**config.mk**
```make
export PLATFORM = sky130hd
export DESIGN_NAME = sprite_pixel_compositor
export DESIGN_NICKNAME = d
export VERILOG_FILES = /design/src/rtl/sprite_pixel_compositor.sv
export SDC_FILE = /design/constraint.sdc
export NUM_CORES = 1
export LEC_CHECK = 0
export ABC_AREA = 1
export CORE_MARGIN = 2
export CORE_UTILIZATION = 40
export CTS_BUF_LIST = sky130_fd_sc_hd__clkbuf_4 sky130_fd_sc_hd__clkbuf_8
export CTS_CLUSTER_DIAMETER = 30
export DETAILED_ROUTE_END_ITERATION = 12
export PLACE_DENSITY = 0.66
export SKIP_CTS_REPAIR_TIMING = 1
export SLEW_MARGIN = 5
export SYNTH_ARGS = -nofsm -noshare
export SYNTH_HDL_FRONTEND = slang
export SYNTH_SLANG_ARGS = --single-unit
export TNS_END_PERCENT = 50
```
**constraint.sdc**
```tcl
create_clock -name Clk -period 3.6 [get_ports Clk]
set_clock_uncertainty 0.2 [all_clocks]
set_input_delay 0.36 -clock Clk [delete_from_list [all_inputs] [get_ports Clk]]
set_output_delay 0.36 -clock Clk [all_outputs]
set_load 0.02 [all_outputs]
```
**src/rtl/sprite_pixel_compositor.sv**
```systemverilog
// sprite_pixel_compositor: scan position -> background/sprite RAM addresses,
// transparency merge and palette expansion to 24-bit RGB, 3-cycle latency.
// Ports: Clk, Reset (async, active-high); frame_start, pix_valid, DrawX/DrawY,
//   scroll_x, sprite_x/sprite_y, sprite_flip in; bg/spr_read_address out;
//   bg_data/spr_data in (1-cycle sync RAMs); rgb_out/rgb_valid out.
// Option: define SPRITE_DEBUG_BOX_EN to draw a magenta sprite bounding box.
module sprite_pixel_compositor #(
   parameter int         BG_W       = 640,
   parameter int         SPR_W      = 32,
   parameter int         SPR_H      = 32,
   parameter int         SPR_FRAMES = 8,
   parameter int         FRAME_DIV  = 8,
   parameter logic [3:0] TRANSP_IDX = 4'h0
) (
   input  logic        Clk,
   input  logic        Reset,
   input  logic        frame_start,
   input  logic        pix_valid,
   input  logic [9:0]  DrawX,
   input  logic [9:0]  DrawY,
   input  logic [9:0]  scroll_x,
   input  logic [9:0]  sprite_x,
   input  logic [9:0]  sprite_y,
   input  logic        sprite_flip,
   output logic [17:0] bg_read_address,
   output logic [17:0] spr_read_address,
   input  logic [3:0]  bg_data,
   input  logic [3:0]  spr_data,
   output logic [23:0] rgb_out,
   output logic        rgb_valid
);

   localparam int DW = (FRAME_DIV > 1) ? $clog2(FRAME_DIV) : 1;
   localparam int AW = (SPR_FRAMES > 1) ? $clog2(SPR_FRAMES) : 1;
   localparam logic [DW-1:0] DIV_LAST  = DW'(FRAME_DIV - 1);
   localparam logic [AW-1:0] ANIM_LAST = AW'(SPR_FRAMES - 1);

   function automatic logic [23:0] pal_lut(input logic [3:0] idx);
      logic [23:0] c;
      case (idx)
         4'h0: c = 24'h000000;
         4'h1: c = 24'hFFFFFF;
         4'h2: c = 24'hF83800;
         4'h3: c = 24'hF87858;
         4'h4: c = 24'h00B800;
         4'h5: c = 24'hF8A0C8;
         4'h6: c = 24'h0058F8;
         4'h7: c = 24'hF8D878;
         4'h8: c = 24'h7C7C7C;
         4'h9: c = 24'h3060F8;
         4'hA: c = 24'hBCBCBC;
         4'hB: c = 24'h00A844;
         4'hC: c = 24'hD800CC;
         4'hD: c = 24'h58D854;
         4'hE: c = 24'h008888;
         default: c = 24'hF8B800;
      endcase
      return c;
   endfunction

   // Frame-boundary shadow state
   logic [9:0]    scroll_s, sx_s, sy_s;
   logic          flip_s;
   logic [DW-1:0] div_cnt;
   logic [AW-1:0] anim_frame;

   always_ff @(posedge Clk or posedge Reset) begin
      if (Reset) begin
         scroll_s   <= '0;
         sx_s       <= '0;
         sy_s       <= '0;
         flip_s     <= 1'b0;
         div_cnt    <= '0;
         anim_frame <= '0;
      end else if (frame_start) begin
         scroll_s <= (scroll_x >= 10'(BG_W)) ? '0 : scroll_x;
         sx_s     <= sprite_x;
         sy_s     <= sprite_y;
         flip_s   <= sprite_flip;
         if (div_cnt == DIV_LAST) begin
            div_cnt <= '0;
            if (anim_frame == ANIM_LAST)
               anim_frame <= '0;
            else
               anim_frame <= anim_frame + 1'b1;
         end else begin
            div_cnt <= div_cnt + 1'b1;
         end
      end
   end

   // Stage-1 address math (always from the shadow copies)
   logic [10:0] col_raw, col, x_end, y_end;
   logic [9:0]  dx, dy, cx;
   logic        hit_c, box_c;
   logic [17:0] bg_addr_c, spr_addr_c;

   always_comb begin
      col_raw = {1'b0, DrawX} + {1'b0, scroll_s};
      col     = (col_raw >= 11'(BG_W)) ? col_raw - 11'(BG_W) : col_raw;
      bg_addr_c = 18'(DrawY) * 18'(BG_W) + 18'(col);

      // 11-bit ends keep sprites near x/y=1023 from wrapping to 0
      x_end = {1'b0, sx_s} + 11'(SPR_W);
      y_end = {1'b0, sy_s} + 11'(SPR_H);
      hit_c = pix_valid
            && (DrawX >= sx_s) && ({1'b0, DrawX} < x_end)
            && (DrawY >= sy_s) && ({1'b0, DrawY} < y_end);

      dx = DrawX - sx_s;
      dy = DrawY - sy_s;
      cx = flip_s ? (10'(SPR_W - 1) - dx) : dx;
      spr_addr_c = hit_c
                 ? 18'(anim_frame) * 18'(SPR_W * SPR_H)
                   + 18'(dy) * 18'(SPR_W) + 18'(cx)
                 : '0;

      box_c = hit_c && (dx == '0 || dx == 10'(SPR_W - 1)
                     || dy == '0 || dy == 10'(SPR_H - 1));
   end

   logic hit1, valid1, hit2, valid2;
`ifdef SPRITE_DEBUG_BOX_EN
   logic box1, box2;
`endif

   always_ff @(posedge Clk or posedge Reset) begin
      if (Reset) begin
         bg_read_address  <= '0;
         spr_read_address <= '0;
         hit1             <= 1'b0;
         valid1           <= 1'b0;
         hit2             <= 1'b0;
         valid2           <= 1'b0;
`ifdef SPRITE_DEBUG_BOX_EN
         box1             <= 1'b0;
         box2             <= 1'b0;
`endif
      end else begin
         bg_read_address  <= bg_addr_c;
         spr_read_address <= spr_addr_c;
         hit1             <= hit_c;
         valid1           <= pix_valid;
         // RAM data for the stage-1 address arrives alongside these
         hit2             <= hit1;
         valid2           <= valid1;
`ifdef SPRITE_DEBUG_BOX_EN
         box1             <= box_c;
         box2             <= box1;
`endif
      end
   end

   logic [3:0]  sel_idx;
   logic [23:0] rgb_c;

   always_comb begin
      sel_idx = (hit2 && spr_data != TRANSP_IDX) ? spr_data : bg_data;
      rgb_c   = pal_lut(sel_idx);
`ifdef SPRITE_DEBUG_BOX_EN
      if (box2)
         rgb_c = 24'hFF00FF;
`else
      if (box_c && 1'b0)
         rgb_c = 24'hFF00FF;
`endif
   end

   always_ff @(posedge Clk or posedge Reset) begin
      if (Reset) begin
         rgb_out   <= '0;
         rgb_valid <= 1'b0;
      end else begin
         rgb_out   <= valid2 ? rgb_c : 24'h000000;
         rgb_valid <= valid2;
      end
   end

endmodule

```
# == Yosys cells after proc, flatten, opt, wreduce, memory -nomap -nowiden ==
# Memories as Yosys holds them, arrays and structs flattened.
# Cells that the tools add are included.
# totals
register_bits,101
rom_bits,384
input_bits,63
output_inout_bits,61
wordCells,51
mem_count,1
# memory_table
name,words,word_bits,rd,rd_ports_with_merged_regs,wr,line_no,rtl
(no name shown),16,24,1,0,0,40,case (idx)
# op_classes
addsub,12
n_mul,1
order_cmp,6
eq_ne,2
muxes,8
reduce_logical,7
# ops
op,n
24-bit 2-to-1 mux,1
"10-bit by 6-bit adder with 11-bit output, second input constant",2
10-bit by 11-bit less-than comparator with 1-bit output,2
10-bit >= comparator,2
10-bit 2-to-1 mux,2
10-bit subtractor,2
18-bit by 11-bit adder with 18-bit output,1
16-bit by 10-bit adder with 17-bit output,1
17-bit 2-to-1 mux,1
13-bit by 15-bit adder with 16-bit output,1
10-bit by 10-bit adder with 11-bit output,1
"11-bit by 10-bit >= comparator with 1-bit output, second input constant",1
"10-bit by 3-bit multiplier with 11-bit output, second input constant",1
11-bit 2-to-1 mux,1
"11-bit by 10-bit subtractor with 11-bit output, second input constant",1
"10-bit >= comparator, second input constant",1
"5-bit by 10-bit subtractor with 10-bit output, first input constant",1
"3-bit by 1-bit adder with 3-bit output, second input constant",2
"3-bit equality test, second input constant",2
3-bit 2-to-1 mux,2
1-bit logical AND,5
4-bit 2-to-1 mux,1
4-bit nonzero test,1
2-bit AND reduction,1

# == Depth between registers and ports, before layout ==
# Gate-level depths: netlist (run 1).
# depth
ltp_word,6
depth_mapped,28
depth_no_buf,28

# == Worst setup path after synthesis (run 1) ==
# OpenSTA, ideal clock, no wires.
# synth_path
path_kind,input to register
startpoint,input port DrawX[0]
endpoint,register spr_read_address[11]
setup_time_ps,124
t_arrival_ps,3185
required_ps,3276
setup_slack_ps,91
stages,19
path_buffers,0
cell_sequence,inv_1 > ha_1 > inv_1 > fa_1 > nand3_1 > nand2_1 > nand3_1 > nand2_1 > xnor2_1 > ha_1 > nand2_1 > o21ai_0 > fa_1 > a21oi_1 > o21ai_0 > a21oi_1 > o21bai_1 > xnor2_1 > nor2_4
# synth_via
elab_chain_len,6
word_cells_on_any_way,11
cone_classes,add/sub: 3; order compare: 2; mux: 2; reduce/logical: 4
# synth_rtl
item,line_no,rtl
"start, declared",19,"input logic [9:0] DrawX,"
"parallel branches: the longest is 5 deep, another holds 16-bit by 10-bit adder with 17-bit output",n/a,
17-bit 2-to-1 mux (*),114,? 18'(anim_frame) * 18'(SPR_W * SPR_H)
via spr_addr_c[11],96,"logic [17:0] bg_addr_c, spr_addr_c;"
"end signal, assigned",141,spr_read_address <= spr_addr_c;
"end, declared",26,"output logic [17:0] spr_read_address,"
# Mark *: on every way through the listed nets, which the timed path passes.
# A chain may end at the register's enable or synchronous reset.

# == Worst setup path in the final report (run 1) ==
# layout_path
startpoint,register scroll_s[0]
endpoint,register bg_read_address[15]
# layout_via
elab_chain_len,4
word_cells_on_any_way,5
cone_classes,add/sub: 3; order compare: 1; mux: 1
# layout_rtl
item,line_no,rtl
"start, declared",62,"logic [9:0] scroll_s, sx_s, sy_s;"
"start signal, assigned",76,scroll_s <= (scroll_x >= 10'(BG_W)) ? '0 : scroll_x;
10-bit by 10-bit adder with 11-bit output (*),99,"col_raw = {1'b0, DrawX} + {1'b0, scroll_s};"
11-bit by 10-bit subtractor with 11-bit output or 11-bit by 10-bit >= comparator with 1-bit output (tied branches),100,col = (col_raw >= 11'(BG_W)) ? col_raw - 11'(BG_W) : col_raw;
11-bit 2-to-1 mux (*),100,
18-bit by 11-bit adder with 18-bit output (*),101,bg_addr_c = 18'(DrawY) * 18'(BG_W) + 18'(col);
via bg_addr_c[15],96,
"end signal, assigned",140,bg_read_address <= bg_addr_c;
"end, declared",25,"output logic [17:0] bg_read_address,"
# Mark *: on every way through the listed nets, which the timed path passes. The rest lies on a longest branch.

==> results of run 1 <==
-- where the power goes --
part	leakage [nW]	switching, mW	internal, mW	total, mW
sequential	1.18	0.0794	1.22	1.30
clock	0.105	0.396	0.408	0.804
combinational	3.47	1.24	1.10	2.34
-- routing by layer --
| metal | GRT usage, % | vias up |
|---|---|---|
| met5 | 0 | - |
| met3 | 3.55 | 20 |
| met4 | 5.09 | 0 |
| li1 | - | 3225 |
| met2 | 30.1 | 131 |
| met1 | 25.7 | 2774 |
-- Yosys cell counts (all sizes together) --
library cell and number:
o21a 3, nor3 3, buf 13, inv 134
mux2 4, clkbuf 6, conb 1, nand2 201
nand3b 4, xnor2 18, a21boi 2, ha 82
a31oi 2, a21oi 50, o21bai 3, o21ai 67
nor2 80, o211ai 1, or2 2, nand3 62
xor2 28, and2 1, fa 6, o31ai 1
dfrtp 94, a21o 2, nand4 9
-- logic make-up after synthesis --
kind of cell / Yosys count / synth area share [%]
AOI/OAI and AO/OA: 131 / 10.6
DFF: 94 / 34.0
buffers and inverters: 153 / 8.96
other: 1 / 0.0541
and+or+nand+nor: 362 / 23.4
xor gates and xnor gates: 46 / 5.82
muxes: 4 / 0.650
adders and majority gates: 88 / 16.5
-- worst paths after layout --
path	startpoint	to	cells after the start
worst min-delay path	DrawX[0]	bg_read_address[0]	2
min in group asynchronous	Reset	spr_read_address[2]	2
worst max register to register	scroll_s[0]	bg_read_address[15]	25
worst min register to register	valid1	valid2	0
worst max-delay path	scroll_s[0]	bg_read_address[15]	25
max in group asynchronous	Reset	sx_s[9]	3
-- cells in the final DEF (no fill, tap or decap), types with 7 or more instances in the layout --
| master | synthesis | final |
|---|---|---|
| xor2_1 | 28 | 27 |
| inv_1 | 127 | 122 |
| xnor2_1 | 18 | 17 |
| buf_4 | 8 | 94 |
| nor2_2 | 8 | 11 |
| a21oi_2 | 1 | 7 |
| o21ai_2 | 9 | 11 |
| o21ai_1 | 8 | 8 |
| nor2_4 | 10 | 10 |
| nor2_1 | 62 | 59 |
| clkdlybuf4s50_1 | 0 | 119 |
| ha_1 | 82 | 75 |
| a21oi_1 | 49 | 43 |
| nand3_1 | 59 | 53 |
| nand4_1 | 9 | 9 |
| nand3_2 | 2 | 8 |
| nand2_2 | 4 | 13 |
| nand2_1 | 197 | 187 |
| clkbuf_8 | 0 | 10 |
| inv_2 | 7 | 11 |
| o21ai_0 | 49 | 47 |
| dfrtp_1 | 94 | 94 |
-- registers in the layout, indices dropped and copies added (netlist names) --
name,count
bg_read_address,18
rgb_out,18
spr_read_address,16
scroll_s,10
sx_s,10
sy_s,10
anim_frame,3
div_cnt,3
flip_s,1
hit1,1
hit2,1
rgb_valid,1
valid1,1
valid2,1
-- through the flow --
step	power, mW	cells	setup slack [ns]	util (%)
global route	4.81	1316	-0.281	55.0
global placement	3.51	1297	-0.539	52.4
finish	4.45	1316	-0.0115	55.0
floorplan	2.68	880	0.0909	-
CTS	4.36	1312	-0.232	53.7
detailed placement	3.54	1297	-0.643	52.4
-- cell type report --
type                       instances  area share [%]
multi-input combinational        633            44.0
clock buffer                      10            1.46
timing repair buffer             215            20.3
tap                              225            2.99
sequential                        94            25.0
inverter                         134            5.37
clock inverter                     5           0.891
==> impl_metrics.env, run 1 <==
export IMPL_status="finished with violations"
export IMPL_violations="negative setup slack"
export IMPL_drtPass1Iterations=4
export IMPL_vias_per_cell=4.67
export IMPL_yosysWarnings=0
export IMPL_slew_violations=0
export IMPL_wl_met3_microns=647
export IMPL_clock_sinks=94
export IMPL_highest_layer="met4"
export IMPL_areaGrowthSynthToFinish_pct=35.9
export IMPL_coreArea_sq_mm=0.0171
export IMPL_power_density_mw_per_mm2=473
export IMPL_arrival_ns=3.71
export IMPL_slew_headroom_pct=56.2
export IMPL_rows=48
export IMPL_floorplan_io_pins=124
export IMPL_grt_pass1_vias=6013
export IMPL_drive_above_1_share_pct=18.8
export IMPL_yosys_register_bits=94
export IMPL_grt_use_total_pct=18.7
export IMPL_layout_min_cycle_time_ns=3.61
export IMPL_period_share_pct=100
export IMPL_critical_path_class="reg -> reg"
export IMPL_synth_top_area_cell="dfrtp_1"
export IMPL_peakVddDrop_mv=0.287
export IMPL_grt_max_degree=52
export IMPL_ys_seq_area_share_pct=34.0
export IMPL_clock_latency_ns=0.39
export IMPL_clk_pin_slew_worst_paths_ns=0.11
export IMPL_rsz0062_at_grt="true"
export IMPL_vias=6150
export IMPL_cap_violations=0
export IMPL_fillCellCount=1645
export IMPL_critPathMaxFanout=4
export IMPL_grt_ovfl_total=0
export IMPL_die_y_microns=136
export IMPL_regArea_sq_mm=0.00235
export IMPL_place_gp_congestion=0.861
export IMPL_critPathBufInv=5
export IMPL_fmax_mhz=277
export IMPL_ant_nets=0
export IMPL_whs_ns=0.0886
export IMPL_required_ns=3.70
export IMPL_synth_top_area_share_pct=34.0
export IMPL_fin_nets=1238
export IMPL_final_area_sq_mm=0.00941
export IMPL_die_area_sq_mm=0.0184
export IMPL_dr_wl_met2_microns=7560
export IMPL_start_kind="flip-flop"
export IMPL_die_x_microns=136
export IMPL_tns_ns=-0.0115
export IMPL_critical_path_max_stage_delay_ns=0.39
export IMPL_placed_area_sq_mm=0.00898
export IMPL_syn_area_sq_mm=0.00693
export IMPL_finalHoldViolations=0
export IMPL_r2r_setup_slack_ns=-0.01
export IMPL_slowest_stage="dfrtp_1"
export IMPL_setup_violations=1
export IMPL_setup_ws_ns=-0.0115
export IMPL_antenna_found_initial=0
export IMPL_worst_hold_path_type="in -> reg"
export IMPL_io_buffers=121
export IMPL_cts_buffer_depth=2
export IMPL_routedWlPerCell_microns=12.6
export IMPL_ys_types=42
export IMPL_htreeDepth=3
export IMPL_grt_pass1_wl_microns=27600
export IMPL_cts_root_buffer="clkbuf_8"
export IMPL_numCtsBuffers=9
export IMPL_dp_hpwl_microns=13200
export IMPL_multi_input_area_sq_mm=0.00414
export IMPL_drt_iter0_markers=338
export IMPL_syn_area_per_cell_sq_um=7.88
export IMPL_initial_core_util_pct=40.5
export IMPL_netlist_instances=879
export IMPL_worstSetupEndpointType="flip-flop"
export IMPL_tightest_slew_ns=0.657
export IMPL_cts_tree="done"
export IMPL_wl_microns=16500
export IMPL_diodes=0
export IMPL_drc=0
export IMPL_critPathTopFamily="adder cells"
export IMPL_leakagePower_nw=4.76
export IMPL_wl_met1_microns=8110
export IMPL_synthTopCellsByArea="dfrtp_1 (34%), ha_1 (15%), nand2_1 (11%)"
No activity file was read; power rests on OpenSTA's default activity.
==> run 2, diff against run 1 <==
- CTS_CLUSTER_DIAMETER: 30 -> 80
==> results of run 2 <==
Same layout as run 1: the final DEF is identical, and so are final timing and power.
